[src/rtl/key_expand_seq.sv]
// ---------------------------------------------------------------------------
// key_expand_seq
//
// Sequential AES key-schedule engine. Expands a 128/192/256-bit cipher key
// into Nr+1 round keys, producing one 32-bit schedule word per cycle and
// streaming 128-bit round keys over a valid/ready handshake. rcon is
// generated internally.
//
// Parameters:
//   KEY_BITS  cipher key length (128, 192 or 256)
//   RK_IDX_W  width of rk_index / rd_idx (must be able to hold Nr)
//
// Ports:
//   clk       system clock, rising edge
//   rst       asynchronous active-high reset
//   start     begin expansion (sampled only while idle)
//   key_in    cipher key, MSB is the first key byte
//   busy      high from accepted start until the last round key handshakes
//   rk_valid  round key available on rk_data
//   rk_ready  consumer accepts the presented round key
//   rk_data   round key {w[4k], w[4k+1], w[4k+2], w[4k+3]}
//   rk_index  k, index of the presented round key
//   done      one-cycle pulse the cycle after the final handshake
//
// Optional build macro KEY_EXPAND_STORE_EN:
//   Adds a (Nr+1) x 128 round-key store written as keys are emitted, read
//   combinationally through rd_idx -> rd_key (out-of-range index reads 0).
// ---------------------------------------------------------------------------
module key_expand_seq #(
  parameter int KEY_BITS = 128,
  parameter int RK_IDX_W = 4
) (
  input  logic                clk,
  input  logic                rst,
  input  logic                start,
  input  logic [KEY_BITS-1:0] key_in,
  output logic                busy,
  output logic                rk_valid,
  input  logic                rk_ready,
  output logic [127:0]        rk_data,
  output logic [RK_IDX_W-1:0] rk_index,
  output logic                done
`ifdef KEY_EXPAND_STORE_EN
  ,
  input  logic [RK_IDX_W-1:0] rd_idx,
  output logic [127:0]        rd_key
`endif
);

  localparam int NK     = KEY_BITS / 32;
  localparam int NR     = NK + 6;
  localparam int NWORDS = 4 * (NR + 1);
  localparam int CNT_W  = $clog2(NWORDS);

  localparam logic [1:0] ST_IDLE   = 2'd0;
  localparam logic [1:0] ST_EXPAND = 2'd1;
  localparam logic [1:0] ST_DRAIN  = 2'd2;

  generate
    if (!(KEY_BITS == 128 || KEY_BITS == 192 || KEY_BITS == 256)) begin : g_bad_key_bits
      $error("key_expand_seq: KEY_BITS must be 128, 192 or 256");
    end
    if ((1 << RK_IDX_W) <= NR) begin : g_bad_idx_w
      $error("key_expand_seq: RK_IDX_W too narrow to hold Nr");
    end
  endgenerate

  logic [1:0]       state_reg;
  logic [CNT_W-1:0] word_cnt_reg;
  logic [2:0]       phase_reg;      // i mod Nk, tracked incrementally
  logic [7:0]       rcon_reg;
  logic [31:0]      win_reg [NK];   // win_reg[0] = w[i-Nk], win_reg[NK-1] = w[i-1]
  logic [31:0]      acc_reg [3];    // first three words of the round key in flight

  logic [31:0]      prev_word;
  logic [31:0]      old_word;
  logic [31:0]      sub_in;
  logic [31:0]      sub_out;
  logic [31:0]      t_word;
  logic [31:0]      new_word;
  logic             is_key_word;
  logic             last_of_key;
  logic             last_word;
  logic             rk_fire;
  logic             stall;
  logic             advance;
  logic             load_rk;
  logic [127:0]     load_data;
  logic [RK_IDX_W-1:0] load_idx;

  assign prev_word   = win_reg[NK-1];
  assign old_word    = win_reg[0];
  assign is_key_word = (word_cnt_reg < CNT_W'(NK));
  assign last_of_key = (word_cnt_reg[1:0] == 2'd3);
  assign last_word   = (word_cnt_reg == CNT_W'(NWORDS - 1));
  assign rk_fire     = rk_valid && rk_ready;

  // A word that completes a round key needs the output register to be free
  // (or freed this very cycle); otherwise the whole datapath holds.
  assign stall   = last_of_key && rk_valid && !rk_ready;
  assign advance = (state_reg == ST_EXPAND) && !stall;

  // RotWord only applies on the rcon step (phase 0); the Nk=8 mid-step
  // substitutes without rotation.
  assign sub_in = (phase_reg == 3'd0) ? {prev_word[23:0], prev_word[31:24]} : prev_word;

  generate
    for (genvar gi = 0; gi < 4; gi++) begin : g_sbox
      key_expand_sbox u_sbox (
        .in_byte  (sub_in[8*gi +: 8]),
        .out_byte (sub_out[8*gi +: 8])
      );
    end
  endgenerate

  always_comb begin
    t_word = prev_word;
    if (phase_reg == 3'd0) begin
      t_word = sub_out ^ {rcon_reg, 24'h0};
    end else if (NK == 8 && phase_reg == 3'd4) begin
      t_word = sub_out;
    end
  end

  // During the first Nk words the window is rotated so that, once the key
  // words have been emitted, it again holds w[0..Nk-1] in order.
  assign new_word  = is_key_word ? old_word : (old_word ^ t_word);

  assign load_rk   = advance && last_of_key;
  assign load_data = {acc_reg[0], acc_reg[1], acc_reg[2], new_word};
  assign load_idx  = RK_IDX_W'(word_cnt_reg >> 2);

  // Control, window and rcon
  always_ff @(posedge clk or posedge rst) begin
    if (rst) begin
      state_reg    <= ST_IDLE;
      word_cnt_reg <= '0;
      phase_reg    <= '0;
      rcon_reg     <= 8'h01;
      busy         <= 1'b0;
      done         <= 1'b0;
      for (int j = 0; j < NK; j++) win_reg[j] <= '0;
      for (int j = 0; j < 3; j++)  acc_reg[j] <= '0;
    end else begin
      done <= 1'b0;
      case (state_reg)
        ST_IDLE: begin
          if (start) begin
            for (int j = 0; j < NK; j++) win_reg[j] <= key_in[KEY_BITS-1-32*j -: 32];
            word_cnt_reg <= '0;
            phase_reg    <= '0;
            rcon_reg     <= 8'h01;
            busy         <= 1'b1;
            state_reg    <= ST_EXPAND;
          end
        end
        ST_EXPAND: begin
          if (advance) begin
            for (int j = 0; j < NK - 1; j++) win_reg[j] <= win_reg[j+1];
            win_reg[NK-1] <= new_word;
            acc_reg[0]    <= acc_reg[1];
            acc_reg[1]    <= acc_reg[2];
            acc_reg[2]    <= new_word;
            word_cnt_reg  <= word_cnt_reg + CNT_W'(1);
            phase_reg     <= (phase_reg == 3'(NK - 1)) ? 3'd0 : phase_reg + 3'd1;
            if (!is_key_word && phase_reg == 3'd0) begin
              rcon_reg <= {rcon_reg[6:0], 1'b0} ^ (rcon_reg[7] ? 8'h1b : 8'h00);
            end
            if (last_word) begin
              state_reg <= ST_DRAIN;
            end
          end
        end
        ST_DRAIN: begin
          if (rk_fire) begin
            busy      <= 1'b0;
            done      <= 1'b1;
            state_reg <= ST_IDLE;
          end
        end
        default: state_reg <= ST_IDLE;
      endcase
    end
  end

  // Output register: reload and accept may coincide without a bubble.
  always_ff @(posedge clk or posedge rst) begin
    if (rst) begin
      rk_valid <= 1'b0;
      rk_data  <= '0;
      rk_index <= '0;
    end else if (load_rk) begin
      rk_valid <= 1'b1;
      rk_data  <= load_data;
      rk_index <= load_idx;
    end else if (rk_fire) begin
      rk_valid <= 1'b0;
    end
  end

`ifdef KEY_EXPAND_STORE_EN
  logic [127:0] store_reg [NR+1];

  always_ff @(posedge clk or posedge rst) begin
    if (rst) begin
      for (int e = 0; e <= NR; e++) store_reg[e] <= '0;
    end else if (load_rk) begin
      for (int e = 0; e <= NR; e++) begin
        if (load_idx == RK_IDX_W'(e)) store_reg[e] <= load_data;
      end
    end
  end

  // Indices beyond Nr match no entry and read as zero.
  always_comb begin
    rd_key = '0;
    for (int e = 0; e <= NR; e++) begin
      if (rd_idx == RK_IDX_W'(e)) rd_key = store_reg[e];
    end
  end
`endif

endmodule

// ---------------------------------------------------------------------------
// key_expand_sbox
//
// AES forward S-box, one byte, purely combinational lookup.
//
// Ports:
//   in_byte   byte to substitute
//   out_byte  substituted byte
// ---------------------------------------------------------------------------
module key_expand_sbox (
  input  logic [7:0] in_byte,
  output logic [7:0] out_byte
);

  localparam logic [7:0] SBOX_TABLE [256] = '{
    8'h63, 8'h7c, 8'h77, 8'h7b, 8'hf2, 8'h6b, 8'h6f, 8'hc5, 8'h30, 8'h01, 8'h67, 8'h2b, 8'hfe, 8'hd7, 8'hab, 8'h76,
    8'hca, 8'h82, 8'hc9, 8'h7d, 8'hfa, 8'h59, 8'h47, 8'hf0, 8'had, 8'hd4, 8'ha2, 8'haf, 8'h9c, 8'ha4, 8'h72, 8'hc0,
    8'hb7, 8'hfd, 8'h93, 8'h26, 8'h36, 8'h3f, 8'hf7, 8'hcc, 8'h34, 8'ha5, 8'he5, 8'hf1, 8'h71, 8'hd8, 8'h31, 8'h15,
    8'h04, 8'hc7, 8'h23, 8'hc3, 8'h18, 8'h96, 8'h05, 8'h9a, 8'h07, 8'h12, 8'h80, 8'he2, 8'heb, 8'h27, 8'hb2, 8'h75,
    8'h09, 8'h83, 8'h2c, 8'h1a, 8'h1b, 8'h6e, 8'h5a, 8'ha0, 8'h52, 8'h3b, 8'hd6, 8'hb3, 8'h29, 8'he3, 8'h2f, 8'h84,
    8'h53, 8'hd1, 8'h00, 8'hed, 8'h20, 8'hfc, 8'hb1, 8'h5b, 8'h6a, 8'hcb, 8'hbe, 8'h39, 8'h4a, 8'h4c, 8'h58, 8'hcf,
    8'hd0, 8'hef, 8'haa, 8'hfb, 8'h43, 8'h4d, 8'h33, 8'h85, 8'h45, 8'hf9, 8'h02, 8'h7f, 8'h50, 8'h3c, 8'h9f, 8'ha8,
    8'h51, 8'ha3, 8'h40, 8'h8f, 8'h92, 8'h9d, 8'h38, 8'hf5, 8'hbc, 8'hb6, 8'hda, 8'h21, 8'h10, 8'hff, 8'hf3, 8'hd2,
    8'hcd, 8'h0c, 8'h13, 8'hec, 8'h5f, 8'h97, 8'h44, 8'h17, 8'hc4, 8'ha7, 8'h7e, 8'h3d, 8'h64, 8'h5d, 8'h19, 8'h73,
    8'h60, 8'h81, 8'h4f, 8'hdc, 8'h22, 8'h2a, 8'h90, 8'h88, 8'h46, 8'hee, 8'hb8, 8'h14, 8'hde, 8'h5e, 8'h0b, 8'hdb,
    8'he0, 8'h32, 8'h3a, 8'h0a, 8'h49, 8'h06, 8'h24, 8'h5c, 8'hc2, 8'hd3, 8'hac, 8'h62, 8'h91, 8'h95, 8'he4, 8'h79,
    8'he7, 8'hc8, 8'h37, 8'h6d, 8'h8d, 8'hd5, 8'h4e, 8'ha9, 8'h6c, 8'h56, 8'hf4, 8'hea, 8'h65, 8'h7a, 8'hae, 8'h08,
    8'hba, 8'h78, 8'h25, 8'h2e, 8'h1c, 8'ha6, 8'hb4, 8'hc6, 8'he8, 8'hdd, 8'h74, 8'h1f, 8'h4b, 8'hbd, 8'h8b, 8'h8a,
    8'h70, 8'h3e, 8'hb5, 8'h66, 8'h48, 8'h03, 8'hf6, 8'h0e, 8'h61, 8'h35, 8'h57, 8'hb9, 8'h86, 8'hc1, 8'h1d, 8'h9e,
    8'he1, 8'hf8, 8'h98, 8'h11, 8'h69, 8'hd9, 8'h8e, 8'h94, 8'h9b, 8'h1e, 8'h87, 8'he9, 8'hce, 8'h55, 8'h28, 8'hdf,
    8'h8c, 8'ha1, 8'h89, 8'h0d, 8'hbf, 8'he6, 8'h42, 8'h68, 8'h41, 8'h99, 8'h2d, 8'h0f, 8'hb0, 8'h54, 8'hbb, 8'h16
  };

  assign out_byte = SBOX_TABLE[in_byte];

endmodule

[config.mk]
export PLATFORM = sky130hd
export DESIGN_NAME = key_expand_seq
export DESIGN_NICKNAME = d
export VERILOG_FILES = /design/src/rtl/key_expand_seq.sv
export SDC_FILE = /design/constraint.sdc
export NUM_CORES = 2
export LEC_CHECK = 0
export BUFFER_PORTS_ARGS = -buffer_cell sky130_fd_sc_hd__buf_2
export CAP_MARGIN = 15
export CORE_MARGIN = 4
export CORE_UTILIZATION = 56
export DETAILED_ROUTE_END_ITERATION = 8
export PLACE_DENSITY_LB_ADDON = 0.15
export SYNTH_ARGS = -nofsm -noshare
export SYNTH_HDL_FRONTEND = slang
export SYNTH_SLANG_ARGS = --single-unit
[constraint.sdc]
create_clock -name clk -period 11.8 [get_ports clk]
set_input_delay 0.59 -clock clk [delete_from_list [all_inputs] [get_ports clk]]
set_output_delay 0.59 -clock clk [all_outputs]
set_load 0.005 [all_outputs]
=== Word-level counts from Yosys, hierarchy flattened ===
Memories as Yosys holds them, arrays and structs flattened.
Cells that the tools add are included.

* Bits in read-only memories: 8192
* Output and inout bits: 135
* Memories kept: 4
* Register bits after elaboration: 378

* Muxes and demuxes: 37
* Reduce and logical (&&, ||, !) cells: 19
* Equal/unequal tests: 10
* $add $sub $neg: 2
* Magnitude comparators: 5
* Bitwise logic cells: 7

{| class="wikitable"
|+ Memories
! memory !! depth !! bits a word !! rd ports !! clocked after memory_dff !! write ports !! line !! text
|-
| (no name shown) || 256 || 8 || 1 || 0 || 0 || 258 || <nowiki>assign out_byte = SBOX_TABLE[in_byte];</nowiki>
|-
| (no name shown) || 256 || 8 || 1 || 0 || 0 || 258 ||
|-
| (no name shown) || 256 || 8 || 1 || 0 || 0 || 258 ||
|-
| (no name shown) || 256 || 8 || 1 || 0 || 0 || 258 ||
|}

{| class="wikitable"
|+ Operators by type and width
! operator !! number
|-
| 128-bit two-way mux || 2
|-
| 128-bit one-hot mux with 2 select lines || 1
|-
| 32-bit two-way mux || 3
|-
| 8-bit two-way mux || 11
|-
| 32-bit XOR || 2
|-
| 9-bit >= comparator (second input constant) || 4
|-
| 8-bit inverter with 9-bit output || 4
|-
| 8-bit one-hot mux with 2 select lines || 1
|-
| 6-bit two-way mux || 2
|-
| 6-bit one-hot mux with 2 select lines || 1
|-
| 3-bit two-way mux || 3
|-
| 2-bit two-way mux || 4
|-
| 2-bit inequality test (second input constant) || 4
|-
| 4-bit AND reduction || 2
|-
| 8-bit by 5-bit XOR with 8-bit output || 1
|-
| 6-bit by 1-bit adder with 6-bit output (second input constant) || 1
|-
| 6-bit equality test (second input constant) || 1
|-
| 1-bit logical AND || 6
|-
| 6-bit by 3-bit < comparator with 1-bit output (second input constant) || 1
|-
| 2-bit one-hot mux with 3 select lines || 1
|-
| 3-bit one-hot mux with 2 select lines || 1
|-
| 3-bit AND reduction || 2
|-
| 2-bit nonzero test || 3
|-
| 1-bit two-way mux || 5
|-
| 11 further kinds || 14
|}

=== Depth between registers and ports, before layout ===
* Depth after elaboration: 12
* Depth in mapped cells: 21
* Mapped depth without buffers: 17

=== Hierarchy ===
From an unflattened synthesis, not the netlist that was laid out.

* Cells, all modules: 3773
* Area, all modules: 29235.5 um^2

{| class="wikitable"
|+ Modules (own cells, without submodules)
! module !! area an instance (um^2) !! times used !! sequential area each (um^2) !! cells an instance
|-
| key_expand_seq || 16239.3 || 1 || 9460.3 || 1679
|-
| key_expand_sbox (g_sbox[2].u_sbox ...) || 3179.3 || 2 || 0.0 || 507
|-
| key_expand_sbox (g_sbox[0].u_sbox) || 3534.6 || 1 || 0.0 || 570
|-
| key_expand_sbox (g_sbox[1].u_sbox) || 3103.0 || 1 || 0.0 || 510
|}

=== Worst setup path after synthesis ===
No wires, ideal clock.

* Path kind: reg2reg
* From: reg phase_reg[0]
* To: reg rk_data[24]
* Clock period less this slack: 4115 ps
* Buffers on the path: 5
* Arrival: 3991 ps
* Library setup time: 125 ps
* Stages on the path, launching flop included: 18
* Path slack: 7685 ps
* Cell sequence: dfrtp_1 > inv_1 > ha_1 > nor2b_1 > buf_6 > buf_6 > buf_6 > mux2_2 > ha_1 > clkbuf_1 > clkbuf_1 > nand2_1 > a221oi_1 > a211oi_1 > a221oi_2 > a21oi_1 > or4_1 > mux2_2

* Cells in the longest elaborated chain, start to end: 10

{| class="wikitable"
|+ Ends and longest elaborated chain
! what !! line !! text
|-
| start: declaration || 70 || <nowiki>logic [2:0] phase_reg;</nowiki>
|-
| start signal: assignment || 165 || <nowiki>phase_reg <= (phase_reg == 3'(NK - 1)) ? 3'd0 : phase_reg + 3'd1;</nowiki>
|-
| 3-bit logical NOT * || 105, 118 ||
|-
| 32-bit two-way mux || 105 || <nowiki>assign sub_in = (phase_reg == 3'd0) ? {prev_word[23:0], prev_word[31:24]} : prev_word;</nowiki>
|-
| 8-bit inverter with 9-bit output (implied by the code) || 258 ||
|-
| memory read 256 x 8 bit || -- ||
|-
| 8-bit two-way mux (implied by the code) (2 in a row) || 258 ||
|-
| 32-bit XOR || 119 || <nowiki>t_word = sub_out ^ {rcon_reg, 24'h0};</nowiki>
|-
| 32-bit two-way mux * || 118 || <nowiki>if (phase_reg == 3'd0) begin</nowiki>
|-
| 32-bit XOR * || 127 || <nowiki>assign new_word = is_key_word ? old_word : (old_word ^ t_word);</nowiki>
|-
| 32-bit two-way mux * || 127 ||
|-
| end signal: assignment || 194 || <nowiki>rk_data <= load_data;</nowiki>
|-
| end: declaration || 40 || <nowiki>output logic [127:0] rk_data,</nowiki>
|}

Every way passes the cells marked *; elsewhere a longest branch is shown, timed or not. The select of a mux whose other input is x is not followed.
A chain may end at the register's enable or synchronous reset.

=== Worst setup path after layout ===
* From: reg phase_reg[0]
* To: reg win_reg, in the netlist prev_word[6]

* Cells in the longest elaborated chain, start to end: 12

{| class="wikitable"
|+ Ends and longest elaborated chain
! what !! line !! text
|-
| 3-bit logical NOT * || 105, 118 ||
|-
| 32-bit two-way mux || 105 ||
|-
| 8-bit inverter with 9-bit output (implied by the code) || 258 ||
|-
| memory read 256 x 8 bit || -- ||
|-
| 8-bit two-way mux (implied by the code) (2 in a row) || 258 ||
|-
| 32-bit XOR || 119 ||
|-
| 32-bit two-way mux * || 118 ||
|-
| 32-bit XOR * || 127 ||
|-
| 32-bit two-way mux * || 127 ||
|-
| 128-bit two-way mux * || 158 || <nowiki>if (advance) begin</nowiki>
|-
| 128-bit one-hot mux with 2 select lines * || 146 || <nowiki>case (state_reg)</nowiki>
|-
| end signal: indexed assignment || 160 || <nowiki>win_reg[NK-1] <= new_word;</nowiki>
|-
| end: declaration || 72 || <nowiki>logic [31:0] win_reg [NK];</nowiki>
|}

Marked as above.

==> results.py <==
metrics = {
    "sta": {
        "worst_slack_ps": 4790,
        "period_share_pct": 59.4,
        "rsz0062_at_grt": "false",
        "fmax_mhz": 143,
        "hold_violations": 0,
        "slew_headroom_pct": 12.4,
        "finalSetupViolCount": 0,
        "tns_ps": 0,
        "slew_viol_final": 0,
        "worst_pin_slew_ps": 1300,
        "finClkSkew_ps": 41.7,
        "min_period_ps": 7010,
    },
    "floorplan": {
        "initial_core_util_pct": 56.7,
        "rows": 84,
        "fp.dieH_um": 239,
        "fp.dieW_um": 239,
        "die_area_sq_um": 57100,
        "fp.coreArea_sq_um": 52700,
        "io_pins": 267,
    },
    "worst_setup_path": {
        "rrSetupSlack_ps": 4790,
        "reg2reg_from": "phase_reg[0]",
        "cp.depth": 19,
        "start_kind": "flip-flop",
        "reg2reg_depth": 19,
        "cpMostUsedCell": "inv_1",
        "crit_family": "compound AO/OA/AOI/OAI gates",
        "path_cells": "inv_1 > ha_1 > nand2b_4 > buf_4 > mux2_2 > inv_1 > buf_4 > ha_1 > inv_1 > a211oi_1 > a211oi_1 > a311oi_1 > o21ai_0 > a221oi_2 > a311oi_1 > o21ai_1 > xor2_1 > nor2_1 > a221o_1",
        "critical_path_class": "flip-flop to flip-flop",
        "cp_max_fo": 59,
        "cp_slowest_stage_delay_ps": 870,
        "slowest_stage": "ha_1",
        "r2r_end": "prev_word[6]",
        "crit_arrival_ps": 7480,
        "endpoint_kind": "flip-flop",
        "crit_buf_inv": 5,
        "worstPathRequired_ps": 12260,
        "cp-startpoint": "phase_reg[0]",
        "cp-endpoint": "prev_word[6]",
    },
    "logic_synthesis": {
        "synth_top_area_share_pct": 31.6,
        "synthAdderAreaFrac_pct": 2.22,
        "synthTopCellsByCount": "646 x nand2_1, 377 x dfrtp_1, 307 x o21ai_0",
        "synth-seq-area-share_pct": 31.7,
        "muxShareOfSynthArea_pct": 10.9,
        "synth_edf_count": 0,
        "synth_compound_gate_area_share_pct": 28.1,
        "netlist_area_sq_um": 29800,
        "postSynthAreaPerCell_sq_um": 8.08,
        "synth_top_family_by_area": "compound AO/OA/AOI/OAI gates",
        "synthCells": 3696,
        "syn_nets": 3881,
        "yosys_warnings": 0,
        "synth_xor_area_share_pct": 1.50,
        "synth_most_common_cell": "nand2_1",
        "synthTopCellsByArea": "dfrtp_1 32%, nand2_1 8.1%, mux2_2 5.5%",
        "async_flop_share_pct": 100,
        "synth-simple-area-share_pct": 18.8,
        "ys_types": 103,
        "synth-main-ff-cell": "dfrtp_1",
        "synth_top_area_cell": "dfrtp_1",
        "yosys_register_bits": 378,
    },
    "finish": {
        "drive_above_1_share_pct": 17.5,
        "layoutNonFillerInstCount": 4430,
        "finalInstanceArea_sq_um": 32400,
        "syn_to_final_growth_pct": 8.41,
        "post-route-util_pct": 61.5,
        "largest_reg_flops": 128,
        "final_net_count": 3880,
    },
    "clock_network": {
        "ctsResizeCount": 0,
        "cts_made_buffers": 40,
        "cts.sinks": 378,
        "cts_root_buffer": "clkbuf_16",
        "cts_tree": "built",
        "postCtsSetupRepairBufs": 0,
        "cts.hold.buffers_added": 0,
        "htree_levels": 2,
        "clk_path_buf_depth": 3,
        "clk_latency_ps": 590,
        "clk_pin_slew_ps": 70,
    },
    "route": {
        "routed_wl_um": 142000,
        "drcViolationCount": 23,
        "final_antenna_net_count": 0,
        "first_pass_iters": 9,
        "viasPerCell": 7.67,
        "drtIter0Drc": 6631,
        "post_drt_wl_per_cell_um": 32.1,
        "vias": 33997,
    },
    "placed_design": {
        "dp_slack_ps": 5130,
        "place_inst": 4340,
        "port_buffers": 266,
        "globalplace.congestion": 1.09,
        "place_area_sq_um": 30900,
        "dp.final_hpwl_um": 93900,
    },
    "pwr": {
        "leakagePower_nw": 14.3,
        "ir_drop_v": 0.000109,
        "power_density_nw_per_um2": 94.7,
    },
    "outcome": {
        "violations": "design-rule violations",
        "outcome": "finished with violations",
    },
    "global_routing": {
        "grt_antenna_before_repair": 15,
        "grt_pass1_vias": 31811,
        "grt_overflow": 0,
        "grt_pass1_wl_um": 208000,
        "grt_max_degree": 175,
        "track_usage_pct": 47.1,
    },
    "flow_run": {
        "cap_violations": 0,
    },
    "worst_hold_path": {
        "min_path_type": "input pin to flip-flop",
    },
}
-- cells by family (layout without fill, tap and decap cells) --
kind of cell             after synthesis  in the layout
XOR/XNOR                              51             51
AO/OA/AOI/OAI                       1229           1229
flip-flops                           378            378
adder cells (fa/ha/maj)               53             53
multiplexers                         286            286
other                                  0             16
AND/OR/NAND/NOR                     1266           1266
buffers and inverters                433            463
-- power by group --
group | switching, W | total [W] | internal, W
Combinational | 0.000289 | 0.000415 | 0.000126
Sequential | 0.0000243 | 0.00134 | 0.00131
Clock | 0.000570 | 0.00131 | 0.000742
Total | 0.000884 | 0.00306 | 0.00218
-- per-stage QoR --
step	hold WS (ps)	total power, W
detailed placement	463	0.00175
floorplan	442	0.00161
global placement	454	0.00175
CTS	226	0.00304
global route	256	0.00314
finish	238	0.00306
-- cell usage in the layout (no fill, tap or decap), types with 79 or more instances in the layout --
cell,n
a211oi_1,85
a21oi_1,209
buf_2,266
dfrtp_1,377
mux2_2,145
mux2i_1,115
nand2_1,643
nand3_1,153
nor2_1,216
nor3_1,79
o211ai_1,81
o21ai_0,307
-- layer usage --
metal  vias up  global-route usage [%]  wire length [um]
met5         -                       0                21
met4         4                    30.2             12300
met3       922                    15.2             20500
met2      3314                    70.2             60300
met1     16040                    59.1             49100
li1      13717                       -                 -
-- area by class of cell --
type / count / area (sq um)
clock inverter: 14 / 203
antenna: 16 / 40.0
timing repair buffer: 343 / 1920
fill: 4334 / 20300
clock buffer: 59 / 1160
tap: 688 / 861
multi-input combinational: 2885 / 18500
sequential: 378 / 9460
inverter: 47 / 184
-- worst min-delay path by stage --
| stage | start | end | slack [ps] | cells after the start |
|---|---|---|---|---|
| final | key_in[18] | prev_word[18] | 240 | 2 |
| after CTS | key_in[18] | prev_word[18] | 230 | 2 |
| after global placement | acc_reg[84] | acc_reg[84] | 450 | 2 |
| after floorplan | acc_reg[64] | acc_reg[64] | 440 | 2 |
| after detailed placement | acc_reg[90] | acc_reg[90] | 460 | 2 |
| after global routing | key_in[18] | prev_word[18] | 260 | 2 |
(Power assumes the default switching activity.)
